--- src/rtl/mem_arb_pkg.sv ---
// Shared types and constants for the two-client memory arbiter.
package mem_arb_pkg;

    localparam int unsigned ADDR_W = 32;
    localparam int unsigned DATA_W = 32;

    typedef enum logic {
        IDLE      = 1'b0,
        READ_WAIT = 1'b1
    } state_t;

    localparam logic CLIENT_IC = 1'b0;
    localparam logic CLIENT_DC = 1'b1;

endpackage

--- src/rtl/arb_pick2.sv ---
// Combinational two-way grant picker: round-robin on last-served, or fixed
// dcache priority when prio_dc_i is set. With no request the grant rests on
// the last-served client so the idle memory lines follow it.
module arb_pick2
    import mem_arb_pkg::*;
(
    input  logic [1:0] req_i,
    input  logic       last_i,
    input  logic       prio_dc_i,
    output logic       grant_o
);

    // Pick the winner from the current requests
    always_comb begin
        grant_o = last_i;
        if (req_i == 2'b11) begin
            grant_o = prio_dc_i ? CLIENT_DC : ~last_i;
        end else if (req_i[CLIENT_DC]) begin
            grant_o = CLIENT_DC;
        end else if (req_i[CLIENT_IC]) begin
            grant_o = CLIENT_IC;
        end
    end

endmodule

--- src/rtl/mem_arbiter.sv ---
// Serialises icache and dcache requests onto one memory port, tracks the
// single outstanding read and steers its response back to the issuer.
// Build option: MEM_ARB_DCACHE_PRIORITY_EN selects fixed dcache priority
// instead of round-robin arbitration.
module mem_arbiter
    import mem_arb_pkg::*;
(
    input  logic              i_clk,
    input  logic              i_rst,
    input  logic [ADDR_W-1:0] i_ic_addr,
    input  logic              i_ic_ren,
    input  logic              i_ic_wen,
    input  logic [DATA_W-1:0] i_ic_wdata,
    output logic              o_ic_ready,
    output logic [DATA_W-1:0] o_ic_rdata,
    output logic              o_ic_valid,
    input  logic [ADDR_W-1:0] i_dc_addr,
    input  logic              i_dc_ren,
    input  logic              i_dc_wen,
    input  logic [DATA_W-1:0] i_dc_wdata,
    output logic              o_dc_ready,
    output logic [DATA_W-1:0] o_dc_rdata,
    output logic              o_dc_valid,
    input  logic              i_mem_ready,
    output logic [ADDR_W-1:0] o_mem_addr,
    output logic              o_mem_ren,
    output logic              o_mem_wen,
    output logic [DATA_W-1:0] o_mem_wdata,
    input  logic [DATA_W-1:0] i_mem_rdata,
    input  logic              i_mem_valid
);

`ifdef MEM_ARB_DCACHE_PRIORITY_EN
    localparam logic PRIO_DC = 1'b1;
`else
    localparam logic PRIO_DC = 1'b0;
`endif

    state_t state_q, state_d;
    logic   last_q,  last_d;
    logic   owner_q, owner_d;
    logic   grant;
    logic   g_ren;
    logic   g_wen;
    logic   xfer;

    arb_pick2 u_pick (
        .req_i     ({i_dc_ren | i_dc_wen, i_ic_ren | i_ic_wen}),
        .last_i    (last_q),
        .prio_dc_i (PRIO_DC),
        .grant_o   (grant)
    );

    assign g_ren = (grant == CLIENT_DC) ? i_dc_ren : i_ic_ren;
    assign g_wen = (grant == CLIENT_DC) ? i_dc_wen : i_ic_wen;
    assign xfer  = (state_q == IDLE) && (g_ren || g_wen) && i_mem_ready;

    // State, last-served and read-owner registers
    always_ff @(posedge i_clk) begin
        if (i_rst) begin
            state_q <= IDLE;
            last_q  <= CLIENT_IC;
            owner_q <= CLIENT_IC;
        end else begin
            state_q <= state_d;
            last_q  <= last_d;
            owner_q <= owner_d;
        end
    end

    // Next state: accepted reads wait for the response, posted writes do not
    always_comb begin
        state_d = state_q;
        last_d  = last_q;
        owner_d = owner_q;
        unique case (state_q)
            IDLE: begin
                if (xfer) begin
                    last_d = grant;
                    if (g_ren) begin
                        state_d = READ_WAIT;
                        owner_d = grant;
                    end
                end
            end
            READ_WAIT: begin
                if (i_mem_valid) begin
                    state_d = IDLE;
                end
            end
            default: state_d = IDLE;
        endcase
    end

    // Outputs: request mux in IDLE, response steering in READ_WAIT
    always_comb begin
        o_mem_addr  = (grant == CLIENT_DC) ? i_dc_addr  : i_ic_addr;
        o_mem_wdata = (grant == CLIENT_DC) ? i_dc_wdata : i_ic_wdata;
        o_mem_ren   = 1'b0;
        o_mem_wen   = 1'b0;
        o_ic_ready  = 1'b0;
        o_dc_ready  = 1'b0;
        o_ic_valid  = 1'b0;
        o_dc_valid  = 1'b0;
        o_ic_rdata  = i_mem_rdata;
        o_dc_rdata  = i_mem_rdata;
        unique case (state_q)
            IDLE: begin
                o_mem_ren = g_ren;
                o_mem_wen = g_wen;
                if (grant == CLIENT_DC) begin
                    o_dc_ready = i_mem_ready;
                end else begin
                    o_ic_ready = i_mem_ready;
                end
            end
            READ_WAIT: begin
                o_ic_valid = i_mem_valid && (owner_q == CLIENT_IC);
                o_dc_valid = i_mem_valid && (owner_q == CLIENT_DC);
            end
            default: ;
        endcase
    end

endmodule

--- config.mk ---
export PLATFORM = sky130hd
export DESIGN_NAME = mem_arbiter
export DESIGN_NICKNAME = d
export VERILOG_FILES = /design/src/rtl/mem_arb_pkg.sv /design/src/rtl/arb_pick2.sv /design/src/rtl/mem_arbiter.sv
export SDC_FILE = /design/constraint.sdc
export NUM_CORES = 1
export LEC_CHECK = 0
export CAP_MARGIN = 40
export CORE_AREA = 2 2 117 119
export CTS_BUF_LIST = sky130_fd_sc_hd__clkbuf_4
export CTS_CLUSTER_SIZE = 14
export DETAILED_ROUTE_END_ITERATION = 6
export DIE_AREA = 0 0 119 121
export PLACE_DENSITY = 0.53
export SETUP_SLACK_MARGIN = 0.02
export SYNTH_ARGS = -nofsm -noshare
export SYNTH_HDL_FRONTEND = slang
export SYNTH_HIERARCHICAL = 1
export SYNTH_SLANG_ARGS = --single-unit
--- constraint.sdc ---
create_clock -name i_clk -period 1.4 [get_ports i_clk]
set_input_delay 0.21 -clock i_clk [delete_from_list [all_inputs] [get_ports i_clk]]
set_output_delay 0.21 -clock i_clk [all_outputs]
set_load 0.005 [all_outputs]
==> qor.txt <==
Seq/Total Area, Yosys: 0.0392
Routed wl met3: 841 um
CP Launch Type: input pin
Final max-slew violation count: 0
Distinct cells, synth: 25
Final setup viols: 70
Main synth FF type: dfxtp_1
Logic pwr share: 0.819
Crit-path leading delay family: buffers and inverters
Synth Net Count: 336
DRC: 0
ANT cells: 0
Cell Pwr Density: 425 mW/mm^2
Placed cells: 490
Crit. End Element: output port
Setup ws final: -0.536 ns
Failing checks: setup timing
GR Util All Layers: 0.0784
Arr. time, crit path: 1.73 ns
# IOs: 302
Cells after synthesis: 168
Die W: 119 um
Fin. Hold Viols: 0
Largest net degree at the start of global routing: 22
Met2 routed WL: 3850 um
Sw Ratio: 0.271
Drt first pass iters: 4
Post-synth EDFFs: 0
Count leader, synth: buf_4
Initial Utilization: 0.117
Die Ht: 121 um
Outcome: complete, but fails checks
CP required: 1.19 ns
Layout area overhead: 133%
Worst skew pair latency: 0.23 ns
Top-area cell type share of the netlist area: 0.471
# nets final: 507
DR vias: 1765
CTS tree: built
Int Pwr: 1.11 mW
Vias per cell: 3.43
HPWL after DPL: 5360 um
Yosys reg bits: 3
DR top layer: met4
Peak Freq: 516 MHz
Crit Path Class: in2out
Cts bufs inserted: 3
VDD IR max: 0.000152 V
DR WL/cell: 13.0 um
IO buf count: 205
Slowest Stage Delay on Critical Path: 0.33 ns
Psw: 410 uW
Core area: 0.0131 mm^2
Final design area excluding fillers: 0.00357 mm^2
Final Power: 1.52 mW
Vias in the first global route: 1836
Dpl cell area: 0.00339 mm^2
Buf/Inv on CP: 6
Post-Layout Cell Count: 514
Layout cells sized above 1: 0.482
Clock Skews: 0.000467 ns
Min cycle time layout: 1.94 ns
Static Leakage: 1.54 nW
DRT antenna net count: 0
RSZ-0062 raised after global routing: true
Finished Core Util: 0.273
Initial DRC Count: 14
Asr flop ratio synth: 0
Die footprint: 0.0144 mm^2
Period utilisation layout: 1.38
Post-Route WL: 6680 um
Initial antenna violation count: 0
Synthesized cell area: 0.00153 mm^2
First-pass GRT wire length: 9000 um
Synth warnings: 6
Slowest CP cell: mux2_2
Fillers: 1386
Placement Rows: 42
Main area contributors after synthesis: mux2_2 47%, buf_4 32%, buf_6 5.2%
Wl on met1: 1910 um
CTS root buf: clkbuf_4
Htree depth: 1
Share of power burned in registers: 0.068
Top cells by count, synth: 65 x buf_4, 64 x mux2_2, 7 x buf_6, 7 x nor2_1, 3 x dfxtp_1
GRT overflow: 0
Number of clock sinks: 3
CTS max path bufs: 2
Max Cap Violations: 0
Clk pwr share: 0.112
Yosys top cell by area: mux2_2
CP cell instances: clkdlybuf4s15_1 -> or2_1 -> inv_2 -> a22o_4 -> buf_6 -> buf_12 -> buf_12 -> mux2_2 -> buf_6
Worst min-delay path class: in2out
GPL Wtd Cong: 0.640
Crit path max fanout: 13
Syn_area_per_cell: 9.11 um^2
[power groups by stage]
stage	registers, mW	logic [mW]	clock network [mW]
5_1_grt	0.105	1.33	0.193
4_1_cts	0.102	1.17	0.180
3_3_place_gp	0.103	1.21	0
2_1_floorplan	0.101	0.541	0
6_report	0.103	1.24	0.170
3_5_place_dp	0.103	1.22	0
[kinds of logic after synthesis]
| kind of cell | count (synthesis) | synth area share |
|---|---|---|
| flops | 3 | 0.0392 |
| other cells | 1 | 0.00245 |
| buf+inv | 73 | 0.373 |
| compound gates | 6 | 0.0311 |
| simple gates | 20 | 0.0769 |
| mux | 65 | 0.478 |
[worst paths after layout]
check	startpoint	endpoint	slack, ns	cells after the start
max	i_ic_ren	o_mem_wdata[2]	-0.54	9
min	i_mem_rdata[10]	o_dc_rdata[10]	0.42	0
max reg2reg	last_q$_SDFFE_PP0P_	state_q$_SDFF_PP0_	-0.02	7
min reg2reg	state_q$_SDFF_PP0_	state_q$_SDFF_PP0_	0.63	2
[state kept, by name, summed over array words and instances (netlist names)]
name / flops
last_q: 1
owner_q: 1
state_q: 1
[layout by cell type, fill, tap and decap left out, types with 2 or more instances in the layout]
cell type / n
nor2_1: 4
dlymetal6s2s_1: 4
dlygate4sd2_1: 15
clkdlybuf4s15_2: 6
mux2_2: 57
a21oi_1: 2
clkdlybuf4s15_1: 10
buf_2: 4
clkdlybuf4s50_1: 131
buf_4: 17
clkbuf_4: 4
buf_12: 3
clkbuf_2: 26
clkbuf_16: 2
buf_8: 2
mux2_4: 7
nor2_2: 2
buf_6: 17
[worst reg2reg max path, cell delays in order, from the launching register on]
cell      delay, ns
dfxtp_4        0.37
nand2b_4       0.06
a22o_4         0.27
buf_6          0.14
and2_1         0.15
buf_4          0.14
o21ai_2        0.11
a21oi_1        0.07
[routing by layer]
layer	vias to the layer above	GRT usage
met1	767	0.0626
met4	0	0.0141
met2	132	0.168
met3	14	0.0381
met5	-	0
li1	852	-
[through the flow]
| step | setup WS, ns | TNS, ns | hold slack, ns |
|---|---|---|---|
| final | -0.536 | -28.95 | 0.420 |
| after floorplan | -0.0376 | -2.34 | 0.279 |
| after global routing | -0.604 | -33.44 | 0.420 |
| after global placement | -0.968 | -65.18 | 0.420 |
| after detailed placement | -0.975 | -65.05 | 0.420 |
| after CTS | -0.655 | -33.06 | 0.420 |
[timing repair]
action                                  CTS  global route
pin swaps                                 3             4
hold buffers                              0             0
setup buffers                            11             9
resized for setup                       149            82
endpoints found under the setup margin   73            71
cloned                                    0             3
[final cells by class]
cell class              instances  area (um^2)  share of cell area
flip-flops and latches          3         65.1              0.0182
well taps                     176          220              0.0617
clock buffers                   4         30.0             0.00841
multi-input cells              93          982               0.275
inverters                       1         3.75             0.00105
repair buffers                237         2270               0.636
(Power assumes the default switching activity.)
